$ cat config.mk
export PLATFORM = sky130hd
export DESIGN_NAME = seg_display_arbiter_flat
export DESIGN_NICKNAME = d
export VERILOG_FILES = /design/src/rtl/seg_display_arbiter_pkg.sv /design/src/rtl/seg_display_arbiter_if.sv /design/src/rtl/seg_display_arbiter_rr_pick3.sv /design/src/rtl/seg_display_arbiter.sv /design/src/flat_wrapper.sv
export SDC_FILE = /design/constraint.sdc
export NUM_CORES = 1
export LEC_CHECK = 0
export CELL_PAD_IN_SITES_DETAIL_PLACEMENT = 1
export CELL_PAD_IN_SITES_GLOBAL_PLACEMENT = 1
export CORE_UTILIZATION = 45
export DETAILED_ROUTE_END_ITERATION = 8
export DONT_BUFFER_PORTS = 1
export PLACE_DENSITY = 0.72
export SYNTH_ARGS = -nofsm -noshare
export SYNTH_HDL_FRONTEND = slang
export SYNTH_SLANG_ARGS = --single-unit
$ cat constraint.sdc
create_clock -name CLK -period 3.1 [get_ports CLK]
set_input_delay 0.31 -clock CLK [delete_from_list [all_inputs] [get_ports CLK]]
set_output_delay 0.31 -clock CLK [all_outputs]
set_load 0.005 [all_outputs]
$ cat src/rtl/seg_display_arbiter_pkg.sv
// ---------------------------------------------------------------------------
// seg_pkg
// Shared definitions for the seven-segment display arbiter:
//   - NUM_REQ : number of requesters sharing the display
//   - state_t : arbiter FSM states (IDLE / SHOW / BLANK)
//   - onehot3 : 2-bit index -> 3-bit one-hot grant vector
//   - add_mod3: modulo-3 addition used for the round-robin pointer
// ---------------------------------------------------------------------------
package seg_pkg;

  localparam int NUM_REQ = 3;

  typedef enum logic [1:0] {
    ST_IDLE  = 2'd0,
    ST_SHOW  = 2'd1,
    ST_BLANK = 2'd2
  } state_t;

  function automatic logic [NUM_REQ-1:0] onehot3(input logic [1:0] i);
    logic [NUM_REQ-1:0] r;
    case (i)
      2'd0:    r = 3'b001;
      2'd1:    r = 3'b010;
      2'd2:    r = 3'b100;
      default: r = 3'b000;
    endcase
    return r;
  endfunction

  // Operands are expected in 0..2; any sum up to 5 still folds into 0..2.
  function automatic logic [1:0] add_mod3(input logic [1:0] a, input logic [1:0] b);
    logic [2:0] s;
    s = {1'b0, a} + {1'b0, b};
    if (s >= 3'd3) begin
      s = s - 3'd3;
    end
    return s[1:0];
  endfunction

endpackage

$ cat src/rtl/seg_display_arbiter_if.sv
// ---------------------------------------------------------------------------
// seg_display_arbiter_if
// Bundles the requester side (req, data0..2, blink) and the display side
// (num, idle, grant) of the arbiter.
//   master : the requesters / environment (drives req, data, blink)
//   slave  : the arbiter (drives num, idle, grant)
// ---------------------------------------------------------------------------
interface seg_display_arbiter_if;
  import seg_pkg::*;

  logic [NUM_REQ-1:0] req;
  logic [7:0]         data0;
  logic [7:0]         data1;
  logic [7:0]         data2;
  logic [NUM_REQ-1:0] blink;
  logic [7:0]         num;
  logic               idle;
  logic [NUM_REQ-1:0] grant;

  modport master (
    output req, data0, data1, data2, blink,
    input  num, idle, grant
  );

  modport slave (
    input  req, data0, data1, data2, blink,
    output num, idle, grant
  );

endinterface

$ cat src/rtl/seg_display_arbiter_rr_pick3.sv
// ---------------------------------------------------------------------------
// rr_pick3
// Combinational round-robin picker over three requesters. Searches
// ptr, ptr+1, ptr+2 (mod 3); the first index with req set wins.
//   req   [2:0] in  : request vector
//   ptr   [1:0] in  : search start index (0..2)
//   valid       out : at least one request present
//   idx   [1:0] out : winning requester index
// ---------------------------------------------------------------------------
module rr_pick3
  import seg_pkg::*;
(
  input  logic [NUM_REQ-1:0] req,
  input  logic [1:0]         ptr,
  output logic               valid,
  output logic [1:0]         idx
);

  logic [1:0] cand [NUM_REQ];

  generate
    for (genvar gi = 0; gi < NUM_REQ; gi++) begin : g_cand
      assign cand[gi] = add_mod3(ptr, 2'(gi));
    end
  endgenerate

  // Walk from the farthest candidate back to ptr so the nearest hit is
  // the last assignment and therefore wins.
  always_comb begin
    valid = 1'b0;
    idx   = 2'd0;
    for (int k = NUM_REQ - 1; k >= 0; k--) begin
      if (req[cand[k]]) begin
        valid = 1'b1;
        idx   = cand[k];
      end
    end
  end

endmodule

$ cat src/rtl/seg_display_arbiter.sv
// ---------------------------------------------------------------------------
// seg_display_arbiter
// Shares one 2-digit seven-segment multiplexer among three requesters.
// Round-robin ownership with a minimum hold time, a blank gap between
// owners and per-requester blinking via the idle output.
//   CLK    in  : system clock, all logic on posedge
//   reset  in  : synchronous active-high reset
//   bus    slave modport:
//     req[2:0], data0..2[7:0], blink[2:0]  in
//     num[7:0], idle, grant[2:0]           out (all registered)
// ---------------------------------------------------------------------------
module seg_display_arbiter
  import seg_pkg::*;
#(
  parameter int unsigned HOLD_CYCLES  = 100000000,
  parameter int unsigned GAP_CYCLES   = 5000000,
  parameter int unsigned BLINK_CYCLES = 25000000,
  parameter int unsigned CNT_W        = 27
) (
  input  logic                  CLK,
  input  logic                  reset,
  seg_display_arbiter_if.slave  bus
);

  localparam logic [CNT_W-1:0] HOLD_LAST  = CNT_W'(HOLD_CYCLES - 1);
  localparam logic [CNT_W-1:0] GAP_LAST   = CNT_W'(GAP_CYCLES - 1);
  localparam logic [CNT_W-1:0] BLINK_LAST = CNT_W'(BLINK_CYCLES - 1);

  state_t             state_reg,       state_next;
  logic [1:0]         owner_reg,       owner_next;
  logic [1:0]         ptr_reg,         ptr_next;
  logic [CNT_W-1:0]   hold_cnt_reg,    hold_cnt_next;
  logic [CNT_W-1:0]   gap_cnt_reg,     gap_cnt_next;
  logic [CNT_W-1:0]   blink_cnt_reg,   blink_cnt_next;
  logic               blink_phase_reg, blink_phase_next;
  logic [7:0]         num_reg,         num_next;
  logic               idle_reg,        idle_next;
  logic [NUM_REQ-1:0] grant_reg,       grant_next;

  logic               pick_valid;
  logic [1:0]         pick_idx;
  logic [NUM_REQ-1:0] owner_mask;
  logic               owner_req;
  logic               other_req;
  logic               owner_blink;

  function automatic logic [7:0] sel_data(input logic [1:0] i,
                                          input logic [7:0] d0,
                                          input logic [7:0] d1,
                                          input logic [7:0] d2);
    logic [7:0] r;
    case (i)
      2'd1:    r = d1;
      2'd2:    r = d2;
      default: r = d0;
    endcase
    return r;
  endfunction

  // Single picker shared by the IDLE and BLANK exits.
  rr_pick3 u_pick (
    .req   (bus.req),
    .ptr   (ptr_reg),
    .valid (pick_valid),
    .idx   (pick_idx)
  );

  assign owner_mask  = onehot3(owner_reg);
  assign owner_req   = |(bus.req & owner_mask);
  assign other_req   = |(bus.req & ~owner_mask);
  assign owner_blink = |(bus.blink & owner_mask);

  always_ff @(posedge CLK) begin
    if (reset) begin
      state_reg       <= ST_IDLE;
      owner_reg       <= 2'd0;
      ptr_reg         <= 2'd0;
      hold_cnt_reg    <= '0;
      gap_cnt_reg     <= '0;
      blink_cnt_reg   <= '0;
      blink_phase_reg <= 1'b0;
      num_reg         <= 8'h00;
      idle_reg        <= 1'b1;
      grant_reg       <= '0;
    end else begin
      state_reg       <= state_next;
      owner_reg       <= owner_next;
      ptr_reg         <= ptr_next;
      hold_cnt_reg    <= hold_cnt_next;
      gap_cnt_reg     <= gap_cnt_next;
      blink_cnt_reg   <= blink_cnt_next;
      blink_phase_reg <= blink_phase_next;
      num_reg         <= num_next;
      idle_reg        <= idle_next;
      grant_reg       <= grant_next;
    end
  end

  always_comb begin
    state_next       = state_reg;
    owner_next       = owner_reg;
    ptr_next         = ptr_reg;
    hold_cnt_next    = hold_cnt_reg;
    gap_cnt_next     = gap_cnt_reg;
    blink_cnt_next   = blink_cnt_reg;
    blink_phase_next = blink_phase_reg;
    num_next         = num_reg;
    idle_next        = idle_reg;
    grant_next       = grant_reg;

    case (state_reg)
      ST_IDLE: begin
        idle_next  = 1'b1;
        grant_next = '0;
        if (pick_valid) begin
          state_next       = ST_SHOW;
          owner_next       = pick_idx;
          grant_next       = onehot3(pick_idx);
          idle_next        = 1'b0;
          num_next         = sel_data(pick_idx, bus.data0, bus.data1, bus.data2);
          hold_cnt_next    = '0;
          blink_cnt_next   = '0;
          blink_phase_next = 1'b0;
        end
      end

      ST_SHOW: begin
        num_next      = sel_data(owner_reg, bus.data0, bus.data1, bus.data2);
        hold_cnt_next = hold_cnt_reg + CNT_W'(1);

        if (blink_cnt_reg == BLINK_LAST) begin
          blink_cnt_next   = '0;
          blink_phase_next = ~blink_phase_reg;
        end else begin
          blink_cnt_next   = blink_cnt_reg + CNT_W'(1);
        end
        // Registered idle reflects the phase that is current in the cycle
        // it is displayed, so use the post-toggle phase.
        idle_next = owner_blink & blink_phase_next;

        // A dropped request releases the display even on the hold-expiry
        // cycle; expiry with nobody else waiting just restarts the hold.
        if (!owner_req || ((hold_cnt_reg == HOLD_LAST) && other_req)) begin
          state_next   = ST_BLANK;
          ptr_next     = add_mod3(owner_reg, 2'd1);
          grant_next   = '0;
          idle_next    = 1'b1;
          gap_cnt_next = '0;
        end else if (hold_cnt_reg == HOLD_LAST) begin
          hold_cnt_next = '0;
        end
      end

      ST_BLANK: begin
        idle_next  = 1'b1;
        grant_next = '0;
        if (gap_cnt_reg == GAP_LAST) begin
          gap_cnt_next = '0;
          if (pick_valid) begin
            state_next       = ST_SHOW;
            owner_next       = pick_idx;
            grant_next       = onehot3(pick_idx);
            idle_next        = 1'b0;
            num_next         = sel_data(pick_idx, bus.data0, bus.data1, bus.data2);
            hold_cnt_next    = '0;
            blink_cnt_next   = '0;
            blink_phase_next = 1'b0;
          end else begin
            state_next = ST_IDLE;
          end
        end else begin
          gap_cnt_next = gap_cnt_reg + CNT_W'(1);
        end
      end

      default: begin
        state_next = ST_IDLE;
        idle_next  = 1'b1;
        grant_next = '0;
      end
    endcase
  end

  assign bus.num   = num_reg;
  assign bus.idle  = idle_reg;
  assign bus.grant = grant_reg;

endmodule

$ cat src/flat_wrapper.sv
// flat-port wrapper written by rule: the top's interface ports become plain ports
module seg_display_arbiter_flat import seg_pkg::*;
#(
  parameter int unsigned HOLD_CYCLES  = 100000000,
  parameter int unsigned GAP_CYCLES   = 5000000,
  parameter int unsigned BLINK_CYCLES = 25000000,
  parameter int unsigned CNT_W        = 27
)
  (CLK, reset, bus_req, bus_data0, bus_data1, bus_data2, bus_blink, bus_num, bus_idle, bus_grant);
  seg_display_arbiter_if bus_i ();
  input  logic CLK;
  input  logic reset;
  input wire logic [$bits(bus_i.req)-1:0] bus_req;
  input wire logic [$bits(bus_i.data0)-1:0] bus_data0;
  input wire logic [$bits(bus_i.data1)-1:0] bus_data1;
  input wire logic [$bits(bus_i.data2)-1:0] bus_data2;
  input wire logic [$bits(bus_i.blink)-1:0] bus_blink;
  output wire logic [$bits(bus_i.num)-1:0] bus_num;
  output wire logic [$bits(bus_i.idle)-1:0] bus_idle;
  output wire logic [$bits(bus_i.grant)-1:0] bus_grant;
  assign bus_i.req = bus_req;
  assign bus_i.data0 = bus_data0;
  assign bus_i.data1 = bus_data1;
  assign bus_i.data2 = bus_data2;
  assign bus_i.blink = bus_blink;
  assign bus_num = bus_i.num;
  assign bus_idle = bus_i.idle;
  assign bus_grant = bus_i.grant;
  seg_display_arbiter #(.HOLD_CYCLES(HOLD_CYCLES), .GAP_CYCLES(GAP_CYCLES), .BLINK_CYCLES(BLINK_CYCLES), .CNT_W(CNT_W)) u_core (.CLK(CLK), .reset(reset), .bus(bus_i));
endmodule
==> impl_metrics.json <==
{
  "drt_iter0_markers": 278,
  "slowest_stage": "mux2_1",
  "irDropWorstVdd_mv": 0.455,
  "outcome": "finished, final reports clean",
  "io_buffers": 0,
  "final_hold_viol_count": 0,
  "cts_root_buf": "clkbuf_16",
  "diodes": 0,
  "fmax_ghz": 0.362,
  "synth_area_leader_cell": "dfxtp_1",
  "dp_hpwl_mm": 10.8,
  "yosysSeqAreaShare_pct": 35.1,
  "clockBufferDepth": 2,
  "wire_per_inst_um": 18.6,
  "viasPerCell": 6.06,
  "rsz0062_at_grt": "false",
  "design_area_sq_mm": 0.00617,
  "post-cts-setup-buffers": 0,
  "dieArea_sq_mm": 0.0131,
  "synthTopCellsByArea": "dfxtp_1, nand2_1, a21oi_1",
  "core_sq_mm": 0.0122,
  "overflow": 0,
  "htree_levels": 3,
  "rows": 40,
  "critical-path-top-delay-family": "compound AO/OA/AOI/OAI gates",
  "io_pins": 44,
  "p_per_area_mw_per_mm2": 675,
  "finalSetupTns_ns": 0,
  "syn-cell-area_sq_mm": 0.00571,
  "die_h_um": 115,
  "ctsHoldBuffers": 0,
  "power_leakage_nw": 2.03,
  "grt_usage_pct": 25.2,
  "ant_nets": 0,
  "start_kind": "register",
  "cts_tree": "built",
  "grt_antenna_before_repair": 0,
  "cts_sinks": 100,
  "drive_gt1_share_pct": 10.8,
  "synthArstFlopShare_pct": 0,
  "slew_headroom_pct": 41.5,
  "clk_pin_slew_worst_paths_ns": 0.07,
  "yosys_warnings": 0,
  "layout_commonest_cell": "dfxtp_1",
  "worst_clock_skew_ns": 0.00800,
  "gp_congestion": 0.802,
  "timing.final.crit_share_pct": 89.0,
  "cp.arrival_ns": 3.02,
  "syn_to_final_growth_pct": 8.07,
  "drv.max_cap_violation_count": 0,
  "final_max_slew_viol_count": 0,
  "insertion_delay_ns": 0.36,
  "grt_pass1_vias": 5256,
  "p_total_mw": 4.16,
  "synthesis.nets": 730,
  "avgSynthCellArea_sq_um": 8.34,
  "wirelength_mm": 15.7,
  "synth_edf_count": 0,
  "hold_class": "primary input to register",
  "crit_fanout": 8,
  "crit_type": "register to register",
  "layout_common_cells": "dfxtp_1, nand2_1, nor2_1, a21oi_1, o21ai_0",
  "yosysTopAreaCellShare_pct": 35.1,
  "syn_inst": 684,
  "grt_pass1_wl_mm": 26.0,
  "drc": 0,
  "synth_seq_cells": 100,
  "ys_types": 75,
  "setup_viol": 0,
  "grt_max_degree": 55,
  "endpoint_kind": "register",
  "place_area_sq_mm": 0.00583,
  "vias": 5134,
  "critical_path_required_ns": 3.36,
  "worst_slew_pin_slew_ns": 0.875,
  "min_period_ns": 2.76,
  "first_pass_iters": 4,
  "path_buf_inv": 2,
  "synth_flop_cell": "dfxtp_1",
  "worstPathCellList": "inv_1, ha_1, and2b_1, o211ai_1, a2bb2oi_1, o22ai_2, inv_1, ha_1, mux2_1, a22oi_1, o21ai_0, mux2i_1, nor2_1",
  "cts_buffers": 9,
  "slowest_delay_ns": 0.41,
  "die_w_um": 115,
  "start_util_pct": 46.9,
  "nets": 720
}
layout make-up:
type / count / area [sq um]
well taps: 168 / 210
repair buffers: 14 / 118
flip-flops and latches: 100 / 2000
multi-input cells: 528 / 3420
inverters: 21 / 78.8
fillers: 1476 / 6000
clock buffers: 11 / 233
clock inverters: 5 / 100
what timing repair did:
action,CTS,global route
setup endpoints to repair,0,2
resized for setup,0,1
hold endpoints to repair,0,0
cell families (layout without fill, tap and decap cells):
group	after synthesis	after routing	synth area share, %
muxes	20	20	3.60
DFF	100	100	35.1
AOI/OAI and AO/OA	196	196	23.3
and+or+nand+nor	281	281	27.3
buffers and inverters	56	51	5.00
xor gates and xnor gates	17	17	2.61
adders and majority gates	14	14	3.07
synth_stat cells, types with 4 or more instances:
master and number:
o22ai_1 4, nand4_1 19, xnor2_1 9, nand4b_1 4, and4_1 9, nand2_1 65
buf_2 10, a22oi_1 9, nor2_1 54, clkbuf_1 18, ha_1 14, nand3_1 33
nor4b_1 4, o21ai_1 5, o31ai_1 4, inv_1 21, a311oi_1 15, nor3_1 24
o21ai_0 43, a31oi_1 21, nor4b_2 4, nor4_1 4, mux2i_1 16, xor2_1 8
dfxtp_1 100, and3_1 10, o21ai_2 9, and2_1 4, a21oi_1 43, or3_1 14
a211oi_1 12, nand2b_1 6
final timing paths:
path | start | to | slack (ns) | cells after the start
worst max register to register | u_core.ptr_reg[0] | u_core.bus.num[7] | 0.34 | 13
worst min-delay path | reset | u_core.bus.num[6] | 0.02 | 1
worst max-delay path | u_core.ptr_reg[0] | u_core.bus.num[7] | 0.34 | 13
worst min register to register | u_core.hold_cnt_reg[23] | u_core.hold_cnt_reg[23] | 0.47 | 1
through the flow:
stage | worst slack, ns | instances | utilization [%] | hold slack (ns)
CTS | 0.242 | 847 | 50.6 | 0.00618
detailed placement | 0.246 | 831 | 47.9 | 0.388
floorplan | 0.422 | 684 | - | 0.432
finish | 0.341 | 847 | 50.7 | 0.0225
global route | 0.0593 | 847 | 50.7 | 0.00467
global placement | 0.454 | 831 | 47.9 | 0.386
power by group:
group	internal, mW	switching (mW)	total [mW]
clock	0.788	0.514	1.30
sequential	1.38	0.107	1.49
combinational	0.482	0.886	1.37
total	2.65	1.51	4.16
routing by layer:
layer / up-vias / routed length, um / track usage (%)
li1: 2538 / - / -
met2: 66 / 7560 / 42.2
met4: 0 / 242 / 7.79
met5: - / 0 / 0
met3: 21 / 517 / 6.09
met1: 2509 / 7400 / 31.8
No activity file was read; power rests on OpenSTA's default activity.
